### config.mk
export PLATFORM = sky130hd
export DESIGN_NAME = axi_boundary_write_arbiter
export DESIGN_NICKNAME = d
export VERILOG_FILES = /design/src/rtl/axi_boundary_write_arbiter.sv
export SDC_FILE = /design/constraint.sdc
export NUM_CORES = 1
export LEC_CHECK = 0
export CAP_MARGIN = 20
export CORE_AREA = 2 2 93 95
export DETAILED_ROUTE_END_ITERATION = 7
export DIE_AREA = 0 0 95 97
export DONT_BUFFER_PORTS = 1
export PLACE_DENSITY_LB_ADDON = 0.3
export SLEW_MARGIN = 10
export SYNTH_ARGS = -nofsm -noshare
export SYNTH_HDL_FRONTEND = slang
export SYNTH_SLANG_ARGS = --single-unit
### constraint.sdc
create_clock -name clk -period 2.8 [get_ports clk]
set_input_delay 0.42 -clock clk [delete_from_list [all_inputs] [get_ports clk]]
set_output_delay 0.42 -clock clk [all_outputs]
set_load 0.02 [all_outputs]
### src/rtl/axi_boundary_write_arbiter.sv
// Round-robin arbiter sharing one AXI boundary write port between N_REQ requesters.
// Arbitration is per burst: a granted requester owns the port for len+1 beats.
module axi_boundary_write_arbiter #(
    parameter int N_REQ  = 2,
    parameter int ADDR_W = 32,
    parameter int DATA_W = 32
) (
    input  logic                         clk,
    input  logic                         rst,
    input  logic [N_REQ-1:0]             s_valid,
    output logic [N_REQ-1:0]             s_ready,
    input  logic [N_REQ*ADDR_W-1:0]      s_addr,
    input  logic [N_REQ*DATA_W-1:0]      s_wdata,
    input  logic [N_REQ*(DATA_W/8)-1:0]  s_wstrb,
    input  logic [N_REQ*8-1:0]           s_len,
    output logic                         m_valid,
    input  logic                         m_ready,
    output logic [ADDR_W-1:0]            m_addr,
    output logic [DATA_W-1:0]            m_wdata,
    output logic [DATA_W/8-1:0]          m_wstrb,
    output logic [7:0]                   m_len,
    output logic                         busy,
    output logic [2:0]                   grant_idx
);

    localparam int STRB_W = DATA_W / 8;

    typedef enum logic {IDLE, GRANT} state_t;

    state_t              state;
    state_t              state_nxt;
    logic [2:0]          rr_ptr;
    logic [2:0]          ptr_after;
    logic [7:0]          beat_cnt;
    logic [7:0]          valid_pad;
    logic [3:0]          cand;
    logic [2:0]          pick_idx;
    logic                pick_found;
    logic [ADDR_W-1:0]   pick_addr;
    logic [7:0]          pick_len;
    logic                handshake;
    logic                last_beat;
    logic                load_grant;

    assign valid_pad = 8'(s_valid);
    assign ptr_after = (({1'b0, grant_idx} + 4'd1) >= 4'(N_REQ)) ? 3'd0 : grant_idx + 3'd1;

    // Search upward from the round-robin pointer, wrapping modulo N_REQ.
    always_comb begin
        pick_found = 1'b0;
        pick_idx   = '0;
        cand       = '0;
        for (int k = 0; k < N_REQ; k++) begin
            cand = {1'b0, rr_ptr} + 4'(k);
            if (cand >= 4'(N_REQ)) begin
                cand = cand - 4'(N_REQ);
            end
            if (!pick_found && valid_pad[cand[2:0]]) begin
                pick_found = 1'b1;
                pick_idx   = cand[2:0];
            end
        end
    end

    always_comb begin
        pick_addr = '0;
        pick_len  = '0;
        m_wdata   = '0;
        m_wstrb   = '0;
        for (int i = 0; i < N_REQ; i++) begin
            if (pick_idx == 3'(i)) begin
                pick_addr = s_addr[i*ADDR_W +: ADDR_W];
                pick_len  = s_len[i*8 +: 8];
            end
            if (state == GRANT && grant_idx == 3'(i)) begin
                m_wdata = s_wdata[i*DATA_W +: DATA_W];
                m_wstrb = s_wstrb[i*STRB_W +: STRB_W];
            end
        end
    end

    always_comb begin
        state_nxt  = state;
        load_grant = 1'b0;
        busy       = (state == GRANT);
        m_valid    = (state == GRANT) && valid_pad[grant_idx];
        handshake  = m_valid && m_ready;
        last_beat  = handshake && (beat_cnt == m_len);
        s_ready    = '0;
        for (int i = 0; i < N_REQ; i++) begin
            s_ready[i] = (state == GRANT) && (grant_idx == 3'(i)) && m_ready;
        end
        case (state)
            IDLE: begin
                if (pick_found) begin
                    state_nxt  = GRANT;
                    load_grant = 1'b1;
                end
            end
            GRANT: begin
                if (last_beat) begin
                    state_nxt = IDLE;
                end
            end
            default: state_nxt = IDLE;
        endcase
    end

    always_ff @(posedge clk or posedge rst) begin
        if (rst) begin
            state <= IDLE;
        end else begin
            state <= state_nxt;
        end
    end

    // m_addr and m_len deliberately keep their values after release.
    always_ff @(posedge clk or posedge rst) begin
        if (rst) begin
            rr_ptr    <= '0;
            grant_idx <= '0;
            beat_cnt  <= '0;
            m_addr    <= '0;
            m_len     <= '0;
        end else if (load_grant) begin
            grant_idx <= pick_idx;
            m_addr    <= pick_addr;
            m_len     <= pick_len;
            beat_cnt  <= '0;
        end else if (last_beat) begin
            grant_idx <= '0;
            rr_ptr    <= ptr_after;
        end else if (handshake) begin
            beat_cnt  <= beat_cnt + 8'd1;
        end
    end

endmodule

==> flow_metrics.tcl, run 1 <==
set metrics [dict create \
    status "finished, final reports clean" \
    place.gp.congestion 0.913 \
    vias_per_cell 6.23 \
    critical_path.cell_chain "inv_1 > ha_1 > nor4bb_4 > buf_12 > a22o_1 > buf_4" \
    finalSetupViolCount 0 \
    firstDrtPassIters 4 \
    maxCapViolCount 0 \
    grtUsageTotal 0.242 \
    synth_nets 549 \
    synth_top_area_share 0.408 \
    cts_tree "built" \
    area_growth_syn_to_layout_pct 7.38 \
    syn-instance-count 383 \
    via_count 2970 \
    ios 240 \
    crit_slowest_cell "dfrtp_1" \
    critical_path_class "flip-flop to primary output" \
    p_per_area_nw_per_um2 362 \
    grt_remaining_overflow 0 \
    syn_area_um2 3370 \
    numCtsBuffers 5 \
    required_ps 2380 \
    die-area_um2 9220 \
    reg2reg_slack_ps 220 \
    synth_edf_count 0 \
    cp-start-kind "flip-flop" \
    p_leak_nw 1.61 \
    postCtsSetupRepairBufs 0 \
    crit_fanout 36 \
    arrival_ps 2270 \
    slew_viol_final 0 \
    ys_types 44 \
    finalHoldViolations 0 \
    r2r_end "beat_cnt[5]$_DFFE_PP0P_" \
    h-tree-depth 2 \
    io_buffers 0 \
    grt_max_degree 45 \
    drt-total-wl_mm 11.3 \
    die_h_um 97 \
    drt-initial-drc-count 224 \
    ys_seq_area_frac 0.408 \
    synth-seq-cells 55 \
    setup_tns_ps 0 \
    period_minus_slack_ps 2690 \
    antenna_found_initial 2 \
    endpoint_kind "primary output" \
    die_w_um 95 \
    reg2reg_depth 8 \
    row_count 33 \
    finClkSkew_ps 10.6 \
    synth_area_leader_cell "dfrtp_1" \
    crit_start "grant_idx[1]$_DFFE_PP0P_" \
    yosysWarningCount 0 \
    crit_path_max_incr_delay_ps 560 \
    clock_latency_ps 310 \
    final_util 0.445 \
    timing.rr.start "rr_ptr[0]$_DFFE_PP0P_" \
    ant_nets 0 \
    rsz0062_at_grt "no" \
    nNetsFinal 535 \
    clock-sinks 55 \
    path_clk_slew_ps 100 \
    drive_gt1_frac 0.0892 \
    syn-mean-instance-area_um2 8.81 \
    core_area_um2 8130 \
    slew_headroom 0.608 \
    clock_path_buffers 2 \
    netlist_top_cells_area "dfrtp_1 41%, nand3_1 12%, a22o_1 9.3%" \
    final_cell_mix "84 x nand3_1, 55 x dfrtp_1, 51 x nor2_1" \
    placed_area_um2 3520 \
    ys.flop_type "dfrtp_1" \
    drc 0 \
    async_flop_share 1.00 \
    hpwlAfterDp_mm 8.79 \
    grt_first_pass_wirelength_mm 17.0 \
    finalInstanceArea_um2 3620 \
    mostFrequentLayoutCell "nand3_1" \
    grt_pass1_vias 2906 \
    start_util 0.415 \
    worst_pin_slew_ps 588 \
    fin_crit_sh 0.960 \
    totalPowerFinal_mw 1.31 \
    hold_class "input pin to asynchronous set/reset pin" \
    clock_tree.root_cell "clkbuf_8" \
    irDropWorstVdd_mv 0.245 \
    fmax_mhz 372 \
    wire_per_inst_um 23.7 \
]
==> layer usage <==
| layer | part of all wire | global-route usage |
|---|---|---|
| met1 | 0.38 | 0.275 |
| met4 | 0.031 | 0.106 |
| met3 | 0.093 | 0.0732 |
| met5 | 0 | 0 |
| met2 | 0.50 | 0.415 |
==> report_power, final <==
part | switching [mW] | internal (mW)
logic | 0.0251 | 0.0140
registers | 0.00267 | 0.794
clock network | 0.272 | 0.203
total | 0.300 | 1.01
==> per-stage QoR <==
step	std cells	worst slack [ps]	hold slack, ps
2_1_floorplan	383	524	527
3_3_place_gp	467	282	399
3_5_place_dp	467	136	420
4_1_cts	475	133	77.9
5_1_grt	477	16.5	84.0
6_report	477	112	40.5
==> cell usage after synthesis, types with 2 or more instances <==
cell	number
nand3_1	84
dfrtp_1	55
nor2_1	51
a31oi_1	40
a22o_1	36
clkbuf_1	22
buf_2	10
ha_1	9
xnor2_1	9
inv_1	7
and3_1	4
nand2_1	4
nand4_1	4
xor2_1	4
and3b_1	3
buf_1	3
nor3_1	3
o211ai_1	3
a21oi_1	2
and2_1	2
and4b_1	2
mux2i_1	2
o21ai_0	2
o31a_1	2
==> worst max path at each step <==
stage,to,slack [ps],cells after the start
6_report,m_wstrb[3],110,6
2_1_floorplan,m_wdata[0],520,6
3_3_place_gp,m_addr[31]$_DFFE_PP0P_,280,7
4_1_cts,m_addr[20]$_DFFE_PP0P_,130,7
5_1_grt,m_addr[9]$_DFFE_PP0P_,20,8
3_5_place_dp,m_addr[20]$_DFFE_PP0P_,140,7
==> kinds of logic after synthesis <==
kind of cell	share of synthesized area
AO/OA/AOI/OAI	0.220
flip-flops	0.408
buffers and inverters	0.0527
adder cells (fa/ha/maj)	0.0334
XOR/XNOR	0.0337
multiplexers	0.00927
AND/OR/NAND/NOR	0.244
==> area by class of cell <==
class                      count  area (µm²)
antenna                        2        5.00
clock buffer                   6        82.6
clock inverter                 2        13.8
fill                         793        4510
inverter                       7        26.3
multi-input combinational    285        1860
sequential                    55        1380
tap                          105         131
timing repair buffer          15         125
==> worst max-delay path: cells and delay by family (launching register included) <==
family / cells / cell delay (ps)
buffers and inverters: 3 / 530
flip-flops: 1 / 560
AO/OA/AOI/OAI: 1 / 260
adder cells (fa/ha/maj): 1 / 270
AND/OR/NAND/NOR: 1 / 330
==> repair_timing <==
item	CTS	global route
hold buffers	0	0
hold endpoints to repair	0	0
setup endpoints to repair	0	34
gates resized for setup	0	1
==> registers in the layout, indices dropped and copies added, names as in the netlist <==
register / count
beat_cnt: 8
m_len: 8
grant_idx: 3
rr_ptr: 3
m_addr: 32
busy: 1
(Power assumes the default switching activity.)
==> run 2: changes to the inputs <==
CAP_MARGIN = unset   (was 20)
CTS_BUF_LIST = sky130_fd_sc_hd__clkbuf_8 sky130_fd_sc_hd__clkbuf_16   (was unset)
==> results of run 2 <==
The final DEF is identical to that of run 1; final timing and power are the same.
==> run 3: changes to the inputs <==
--- a/config.mk
+++ b/config.mk
@@ -12,4 +12,5 @@
 export DONT_BUFFER_PORTS = 1
 export PLACE_DENSITY_LB_ADDON = 0.3
+export RECOVER_POWER = 100
 export SLEW_MARGIN = 10
 export SYNTH_ARGS = -nofsm -noshare
==> constraint.sdc (replaced) <==
create_clock -name clk -period 2.8 [get_ports clk]
set_input_delay 0.42 -clock clk [delete_from_list [all_inputs] [get_ports clk]]
set_output_delay 0.42 -clock clk [all_outputs]
set_load 0.005 [all_outputs]
==> run 3 against run 2 <==
Effect of this change:
- final cell count down 0.84%
- fmax increased by 4.6%
- cell area fell by 1.4%
- core utilization decreased by 0.62 points
- total power fell by 0.39%
- register-to-register slack barely moved
- largest power group unchanged
- global-route usage shrank 0.20 points
- worst setup slack gained 120 ps
- largest cell class unchanged
- critical path depth increased by 2
==> flow_metrics.tcl, run 3 (synthesized netlist as in run 1, its figures left out) <==
set metrics [dict create \
    status "finished, final reports clean" \
    finalHoldViolations 0 \
    grt_max_degree 45 \
    drt-total-wl_mm 11.3 \
    drc 0 \
    endpoint_kind "flip-flop" \
    grt_pass1_vias 2902 \
    postCtsSetupRepairBufs 0 \
    row_count 33 \
    p_per_area_nw_per_um2 366 \
    switchingPower_mw 0.299 \
    setup_tns_ps 0 \
    drt-initial-drc-count 178 \
    place.gp.congestion 0.907 \
    top_usage_layer "met2" \
    die_w_um 95 \
    h-tree-depth 2 \
    intPower_mw 1.01 \
    slew_headroom 0.305 \
    dp_cells 465 \
    numCtsBuffers 5 \
    cts.hold.buffers_added 0 \
    drive_gt1_frac 0.0654 \
    mostFrequentLayoutCell "nand3_1" \
    clock_tree.root_cell "clkbuf_8" \
    finClkSkew_ps 9.95 \
    critical_path_class "flip-flop to flip-flop" \
    io_buffers 0 \
    fin_crit_sh 0.918 \
    fin_cells 473 \
    die_h_um 97 \
    worst_pin_slew_ps 1040 \
    pwr-share-comb 0.029 \
    finalSetupViolCount 0 \
    grt_first_pass_wirelength_mm 16.7 \
    path_clk_slew_ps 100 \
    maxCapViolCount 0 \
    p_clk_frac 0.362 \
    p_seq_frac 0.610 \
    start_util 0.415 \
    slew_viol_final 0 \
    grt_use_met1 0.277 \
    whs_ps 237 \
    crit_start "rr_ptr[0]$_DFFE_PP0P_" \
    clock_latency_ps 320 \
    p_leak_nw 1.58 \
    cp-start-kind "flip-flop" \
    clock-sinks 55 \
    finalWorstSetupSlack_ps 230 \
    cts_resized 0 \
    regMostFlops "m_addr" \
    final_cell_mix "84 x nand3_1, 55 x dfrtp_1, 51 x nor2_1" \
    switching_share 0.229 \
    vias_per_cell 6.34 \
    required_ps 3030 \
    antenna_found_initial 1 \
    clock_path_buffers 2 \
    firstDrtPassIters 4 \
    area_growth_syn_to_layout_pct 5.90 \
    period_minus_slack_ps 2570 \
    ios 240 \
    arrival_ps 2800 \
    dp_slack_ps 111 \
    use_met3 0.0600 \
    timing.rr.start "rr_ptr[0]$_DFFE_PP0P_" \
    die-area_um2 9220 \
    cts_tree "built" \
    grt_remaining_overflow 0 \
    hpwlAfterDp_mm 8.82 \
    wire_per_inst_um 23.8 \
    crit_fanout 22 \
    core_area_um2 8130 \
    fmax_mhz 389 \
    nNetsFinal 533 \
    largest_register_ffs 32 \
    largest_registers "m_addr: 32 flops, beat_cnt: 8 flops, m_len: 8 flops" \
    irDropWorstVdd_mv 0.182 \
    ant_nets 0 \
    grtUsageTotal 0.240 \
    hold_class "input pin to asynchronous set/reset pin" \
    via_count 3000 \
    rsz0062_at_grt "no" \
    grt_use_met2 0.417 \
]
run 3: cell type report:
class / count / area [µm²]
inverter: 7 / 26.3
sequential: 55 / 1380
antenna: 1 / 2.50
tap: 105 / 131
timing repair buffer: 13 / 82.6
fill: 816 / 4560
multi-input combinational: 285 / 1860
clock inverter: 1 / 8.76
clock buffer: 6 / 82.6
run 3: per-stage QoR:
stage / utilization / cell area [µm²] / power [mW]
global route: 0.439 / 3570 / 1.36
floorplan: - / 3370 / 0.850
global placement: 0.429 / 3490 / 0.852
CTS: 0.441 / 3580 / 1.32
finish: 0.439 / 3570 / 1.31
detailed placement: 0.429 / 3490 / 0.853
run 3: per-layer routing:
layer	part of all wire	vias to the layer above
met1	0.37	1414
met5	0	-
met4	0.035	0
li1	-	1397
met3	0.093	18
met2	0.50	171
run 3: power by group through the flow:
stage	Combinational [mW]	Sequential, mW	Clock [mW]
global route	0.0458	0.797	0.513
finish	0.0375	0.796	0.473
floorplan	0.0391	0.811	0
CTS	0.0410	0.796	0.482
global placement	0.0398	0.812	0
detailed placement	0.0412	0.812	0
run 3: worst max-delay path, cell delays in order (launching register included):
cell and delay (ps):
dfrtp_1 520, inv_1 170, ha_1 270, nor4b_4 360, o311ai_1 220, a41oi_4 370, clkbuf_4 350, nor2_1 60
a31oi_1 160
run 3: worst paths after layout:
kind                            depth (start not counted)  slack [ps]                      to
worst min register to register                          2         590   m_addr[2]$_DFFE_PP0P_
max in group asynchronous                               2        1250  m_addr[27]$_DFFE_PP0P_
worst max-delay path                                    8         230  m_addr[27]$_DFFE_PP0P_
min in group clk                                        2         250  m_addr[16]$_DFFE_PP0P_
worst min-delay path                                    1         240  m_addr[11]$_DFFE_PP0P_
worst max register to register                          8         230  m_addr[27]$_DFFE_PP0P_
